--- config.mk ---
export PLATFORM = sky130hd
export DESIGN_NAME = bitserial_logic8
export DESIGN_NICKNAME = d
export VERILOG_FILES = /design/src/rtl/bitserial_logic8.sv
export SDC_FILE = /design/constraint.sdc
export NUM_CORES = 1
export LEC_CHECK = 0
export ABC_AREA = 1
export BUFFER_PORTS_ARGS = -buffer_cell sky130_fd_sc_hd__buf_2
export CAP_MARGIN = 10
export CELL_PAD_IN_SITES_DETAIL_PLACEMENT = 0
export CELL_PAD_IN_SITES_GLOBAL_PLACEMENT = 1
export CORE_UTILIZATION = 41
export CTS_BUF_LIST = sky130_fd_sc_hd__clkbuf_8
export DETAILED_ROUTE_END_ITERATION = 12
export PLACE_DENSITY = 0.89
export SLEW_MARGIN = 10
export SYNTH_ARGS = -nofsm -noshare
export SYNTH_HDL_FRONTEND = slang
export SYNTH_SLANG_ARGS = --single-unit
--- constraint.sdc ---
create_clock -name CLK -period 2.3 [get_ports CLK]
set_clock_uncertainty 0.05 [all_clocks]
set_input_delay 0.115 -clock CLK [delete_from_list [all_inputs] [get_ports CLK]]
set_output_delay 0.115 -clock CLK [all_outputs]
set_load 0.005 [all_outputs]
--- src/rtl/bitserial_logic8.sv ---
// ============================================================================
//  Module      : bitserial_logic8
//  Description : Bit-serial bitwise logic unit (OR/AND/XOR/NOT A), one result
//                bit per clock, LSB first, with a DONE pulse on completion.
//  Revision    : 1.0
// ============================================================================
`default_nettype none

module bitserial_logic8 #(
  parameter int WIDTH = 8
) (
  input  logic             CLK,
  input  logic             RST_N,
  input  logic             START,
  input  logic [1:0]       OP,
  input  logic [WIDTH-1:0] A,
  input  logic [WIDTH-1:0] B,
  output logic             BUSY,
  output logic             DONE,
  output logic [WIDTH-1:0] O,
  output logic             Z
);

  localparam int CW = $clog2(WIDTH);

  // Each state bit maps directly onto one status output.
  localparam logic [1:0] C_ST_IDLE = 2'b00;
  localparam logic [1:0] C_ST_RUN  = 2'b01;
  localparam logic [1:0] C_ST_DONE = 2'b10;

  localparam logic [CW-1:0] C_LAST = CW'(WIDTH - 1);

  localparam logic [1:0] C_OP_OR  = 2'b00;
  localparam logic [1:0] C_OP_AND = 2'b01;
  localparam logic [1:0] C_OP_XOR = 2'b10;

  logic [1:0]       state_q, state_d;
  logic [CW-1:0]    cnt_q, cnt_d;
  logic [WIDTH-1:0] a_s_q, a_s_d;
  logic [WIDTH-1:0] b_s_q, b_s_d;
  logic [1:0]       op_s_q, op_s_d;
  // Holds the WIDTH-1 bits already produced; the final bit completes the word.
  logic [WIDTH-2:0] part_q, part_d;
  logic [WIDTH-1:0] o_q, o_d;
  logic             z_q, z_d;

  logic             w_a_bit;
  logic             w_b_bit;
  logic             w_bit;
  logic [WIDTH-1:0] w_word;

  always_ff @(posedge CLK) begin
    if (!RST_N) begin
      state_q <= C_ST_IDLE;
      cnt_q   <= '0;
      a_s_q   <= '0;
      b_s_q   <= '0;
      op_s_q  <= '0;
      part_q  <= '0;
      o_q     <= '0;
      z_q     <= 1'b1;
    end else begin
      state_q <= state_d;
      cnt_q   <= cnt_d;
      a_s_q   <= a_s_d;
      b_s_q   <= b_s_d;
      op_s_q  <= op_s_d;
      part_q  <= part_d;
      o_q     <= o_d;
      z_q     <= z_d;
    end
  end

  always_comb begin
    w_a_bit = a_s_q[cnt_q];
    w_b_bit = b_s_q[cnt_q];
    case (op_s_q)
      C_OP_OR:  w_bit = w_a_bit | w_b_bit;
      C_OP_AND: w_bit = w_a_bit & w_b_bit;
      C_OP_XOR: w_bit = w_a_bit ^ w_b_bit;
      default:  w_bit = ~w_a_bit;
    endcase
    w_word = {w_bit, part_q};
  end

  always_comb begin
    state_d = state_q;
    cnt_d   = cnt_q;
    a_s_d   = a_s_q;
    b_s_d   = b_s_q;
    op_s_d  = op_s_q;
    part_d  = part_q;
    o_d     = o_q;
    z_d     = z_q;
    case (state_q)
      C_ST_IDLE: begin
        if (START) begin
          a_s_d   = A;
          b_s_d   = B;
          op_s_d  = OP;
          part_d  = '0;
          cnt_d   = '0;
          state_d = C_ST_RUN;
        end
      end
      C_ST_RUN: begin
        part_d = w_word[WIDTH-1:1];
        if (cnt_q == C_LAST) begin
          o_d     = w_word;
          z_d     = (w_word == '0);
          state_d = C_ST_DONE;
        end else begin
          cnt_d = cnt_q + 1'b1;
        end
      end
      C_ST_DONE: begin
        state_d = C_ST_IDLE;
      end
      default: begin
        state_d = C_ST_IDLE;
      end
    endcase
  end

  always_comb begin
    BUSY = (state_q == C_ST_RUN);
    DONE = (state_q == C_ST_DONE);
    O    = o_q;
    Z    = z_q;
  end

endmodule

`default_nettype wire

# Word-level counts from Yosys, hierarchy flattened
# Index checks and enable logic that the tools add are counted.
dict set report totals {
  regBits 39
  input_bits 21
}
dict set report classes {
  add_sub_neg 1
  n_lt_le_gt_ge 1
  eq_ne 8
  n_mux 13
  bitwise_logic 4
  reduce_logical 9
}
# cell n
set ops {}
lappend ops {{7-bit case mux with 2 select lines} 1}
lappend ops {{8-bit zero test} 1}
lappend ops {{2-bit AND reduction} 4}
lappend ops {{7-bit 2-to-1 mux} 1}
lappend ops {{1-bit binary-select mux with 3-bit select} 2}
lappend ops {{3-bit 2-to-1 mux} 2}
lappend ops {{3-bit case mux with 2 select lines} 1}
lappend ops {{2-bit by 1-bit equality test with 1-bit output (second input constant)} 2}
lappend ops {{2-bit equality test (second input constant)} 2}
lappend ops {{2-bit zero test} 2}
lappend ops {{3-bit by 4-bit < comparator with 1-bit output (second input constant)} 1}
lappend ops {{2-bit 2-to-1 mux} 2}
lappend ops {{2-bit != test (second input constant)} 2}
lappend ops {{2-bit case mux with 2 select lines} 1}
lappend ops {{3-bit by 1-bit adder with 3-bit output (second input constant)} 1}
lappend ops {{3-bit equality test (second input constant)} 1}
lappend ops {{1-bit case mux with 3 select lines} 1}
lappend ops {{3-bit AND reduction} 1}
lappend ops {{1-bit 2-to-1 mux} 2}
lappend ops {{2-bit by 1-bit != test with 1-bit output (second input constant)} 1}
lappend ops {{2-bit nonzero test} 1}
lappend ops {{1-bit bitwise AND} 1}
lappend ops {{1-bit inverter} 1}
lappend ops {{1-bit OR} 1}
lappend ops {{1-bit bitwise XOR} 1}

# Logic depth before layout (Yosys ltp)
dict set report logic_depth {
  word_depth 5
  mapped_depth 16
  ltp_nobuf 15
}

# Least setup slack after synthesis
# OpenSTA, ideal clock, no wires.
dict set report synth_timing {
  path_type {reg-to-reg}
  startpoint {register cnt_q[0]}
  endpoint {register o_q[7], in the netlist O[7]}
  arrival_time_ns 1.651
  required_time_ns 2.137
  path_slack_ns 0.486
  stages_incl_launch_ff 14
  synth_period_minus_slack_ns 1.814
  cell_sequence {dfxtp_1 > buf_6 > o21ai_0 > o22ai_1 > inv_1 > o21ai_1 > inv_1 > ha_1 > nor2_1 > nor2_1 > o211ai_1 > nand2_2 > o21ai_1 > inv_1}
}
dict set report synth_between {
  elab_chain_cells 4
  elab_cells_between_ends 11
  cone_classes {1 x eq/ne; 5 x mux; 4 x bitwise; 1 x reduce/logical}
}
# item line_no
set synth_rtl {}
lappend synth_rtl {{start: declaration} 38} ;# logic [CW-1:0] cnt_q, cnt_d;
lappend synth_rtl {{start signal: assignment} 64} ;# cnt_q <= cnt_d;
lappend synth_rtl {{1-bit binary-select mux with 3-bit select, on equally long branches} {75, 76}}
lappend synth_rtl {{1-bit 2-to-1 mux, on equally long branches} {75, 76}}
lappend synth_rtl {{1-bit bitwise XOR, or another cell as far along} 80} ;# C_OP_XOR: w_bit = w_a_bit ^ w_b_bit;
lappend synth_rtl {{1-bit case mux with 3 select lines} 77} ;# case (op_s_q)
lappend synth_rtl {{end signal: assignment} 60} ;# o_q <= '0;
lappend synth_rtl {{end signal: assignment} 69} ;# o_q <= o_d;
lappend synth_rtl {{end: declaration} 44} ;# logic [WIDTH-1:0] o_q, o_d;
# Parallel ways exist; a longest one is shown, timed or not. The select of a mux whose other input is x is not followed.
# A chain may end at the register's enable or synchronous reset.

# Worst setup path after layout
# Ends and elaborated chain as after synthesis.

==> impl_metrics.tcl <==
set metrics [dict create \
    r2r_cells 12 \
    synth_area_leader_cell "dfxtp_1" \
    fin_nets 287 \
    whs_path_depth 3 \
    fp-row-count 23 \
    min_path_type "input port to register" \
    critPathKind "register to register" \
    drc 1 \
    overflow 0 \
    synth_top_area_share_pct 46.1 \
    outcome "finished, violations left" \
    r2r-start "cnt_q[0]" \
    clockBufferDepth 2 \
    yosys_warnings 0 \
    syn_inst 226 \
    clock_sinks 39 \
    syn2layout_area_growth_pct 19.7 \
    ant_nets 0 \
    whs_endpoint "b_s_q[7]" \
    synth-adder-area-share_pct 2.95 \
    async_flop_share_pct 0 \
    worstPathMaxFanout 11 \
    core_mm2 0.00397 \
    synth_edf_count 0 \
    vdd_drop_max_uv 345 \
    start_util_pct 42.7 \
    period_minus_slack_ns 1.95 \
    synth_most_common_cell "dfxtp_1" \
    fp.dieH_um 66.3 \
    vias 1477 \
    dieArea_mm2 0.00439 \
    syn_area_per_cell_um2 7.50 \
    io_pins 32 \
    end_kind "register" \
    synthDistinctLibCells 25 \
    leakage_uw 0.000900 \
    routabilityCongestion 0.820 \
    maxSlewHeadroom_pct 45.9 \
    maxSlewViolCount 0 \
    die_w_um 66.3 \
    viasPerCell 4.72 \
    drive_gt1_share_pct 22.4 \
    grt_usage_pct 17.1 \
    clk_pin_slew_ns 0.07 \
    placed_area_mm2 0.00187 \
    htreeDepth 2 \
    setup-violations-final 0 \
    tritoncts "yes" \
    synth-xor-area-share_pct 0 \
    ff2ff_setup_slack_ns 0.35 \
    stdcell_area_mm2 0.00203 \
    drv_cap 0 \
    grt_max_degree 29 \
    hold_viol_final 0 \
    grt_antenna_before_repair 0 \
    synth_mux_area_share_pct 0 \
    ys.flop_type "dfxtp_1" \
    clk_latency_ns 0.29 \
    yosysSeqAreaShare_pct 46.1 \
    wl_per_cell_um 10.4 \
    arrival_ns 2.08 \
    tightest_slew_ns 0.809 \
    cts_buffers 5 \
    fin_tns_setup_ns 0 \
    dr.pass1.iters 8 \
    synth_area_leaders "dfxtp_1 (46%), nand2_1 (8.0%), o21ai_0 (6.8%)" \
    synth_compound_area_share_pct 16.8 \
    synth-seq-cells 39 \
    startpoint_type "register" \
    numPortBuffers 31 \
    hold_slack_ns 0.00431 \
    synth_top_family_by_area "simple AND/OR/NAND/NOR gates" \
    yosys-top-cells-count "dfxtp_1 (39), nand2_1 (36), nor2_1 (28), inv_1 (25), o21ai_0 (23)" \
    reg2reg_to "O[7]" \
    synth-simple-area-share_pct 24.2 \
    synth_area_mm2 0.00169 \
    p_per_area_mw_per_mm2 693 \
    cts_root_buffer "clkbuf_8" \
    diodes 0 \
    finalCritPeriodShare_pct 84.6 \
    synth_nets 251 \
    drt_iter0_drc 93 \
    rsz0062_at_grt "no" \
    grt_pass1_wl_um 5660 \
    max_freq_mhz 514 \
    hp-start "B[7]" \
    required_ns 2.44 \
    violations "design-rule violations" \
    drt-total-wl_um 3270 \
    dp_hpwl_um 2380 \
    grt_pass1_vias 1268 \
]
## per-stage QoR
step	instances	power, uW	worst slack, ns	util (%)
final	313	1410	0.355	51.1
after CTS	313	1420	0.180	51.0
after global routing	313	1480	0.126	51.1
after floorplan	226	882	0.486	-
after detailed placement	299	925	0.196	47.0
after global placement	299	923	0.215	47.0
## how the worst max path moves through the flow
stage,startpoint,endpoint,depth (start not counted)
detailed placement,cnt_q[0],O[7],12
global route,state_q[1],op_s_q[0],6
finish,cnt_q[0],O[7],12
floorplan,cnt_q[0],O[7],13
CTS,cnt_q[0],O[7],12
global placement,cnt_q[0],O[7],12
## final cells by class
class,count,area (um2)
clock buffer,7,96.3
clock inverter,1,3.75
fill,407,1940
inverter,29,116
multi-input combinational,149,744
sequential,39,782
tap,50,62.6
timing repair buffer,38,223
## power breakdown
group	total, uW	internal [uW]	switching, uW
clock	490	269	221
combinational	187	74.9	112
sequential	729	708	20.9
## routing by layer
layer  track usage [%]  share of wire (%)  vias up
met5                 0                  0        -
met4              7.18               0.58        0
met3              4.66                3.4        2
met2              25.4                 43       23
met1              23.1                 53      660
li1                  -                  -      792
## critical path, cell delays in order, from the launching register on
cell and delay (ns):
dfxtp_2 0.47, o21ai_0 0.13, o22ai_1 0.16, inv_1 0.05, o21ai_1 0.16, inv_1 0.06, ha_1 0.26, nor2_1 0.10
nor2_1 0.04, o211ai_1 0.08, nand2_2 0.10, o21ai_1 0.12, inv_1 0.05
## cell families after synthesis
group / after synthesis
flops: 39
fa+ha+maj: 4
buf+inv: 38
simple gates: 90
compound gates: 55
## repair_timing
| item | CTS | global route |
|---|---|---|
| resized for setup | 0 | 1 |
| hold buffers | 6 | 0 |
| buffers inserted | 0 | 0 |
| endpoints found under the hold margin | 6 | 0 |
| setup endpoints to repair | 0 | 3 |
## state kept, by name, indices dropped and copies added (netlist names)
| register | count |
|---|---|
| O | 8 |
| a_s_q | 8 |
| b_s_q | 8 |
| part_q | 7 |
| cnt_q | 3 |
| op_s_q | 2 |
| state_q | 2 |
| Z | 1 |
## placed cells by master (no fill, tap or decap)
cell and n:
nor2_2 3, nand3_2 3, nand2_2 6, nor2_4 1, inv_8 1, clkbuf_8 7
nor4_1 1, nor2_1 28, a21oi_2 1, nand2_1 36, o21ai_0 23, inv_1 26
buf_2 31, ha_1 4, o22ai_1 2, inv_2 3, nand3_1 11, a21oi_1 21
dfxtp_1 38, dlygate4sd3_1 6, nand2_4 1, o211ai_1 1, dfxtp_2 1, buf_4 1
o21ai_1 7
No activity file was read; power rests on OpenSTA's default activity.
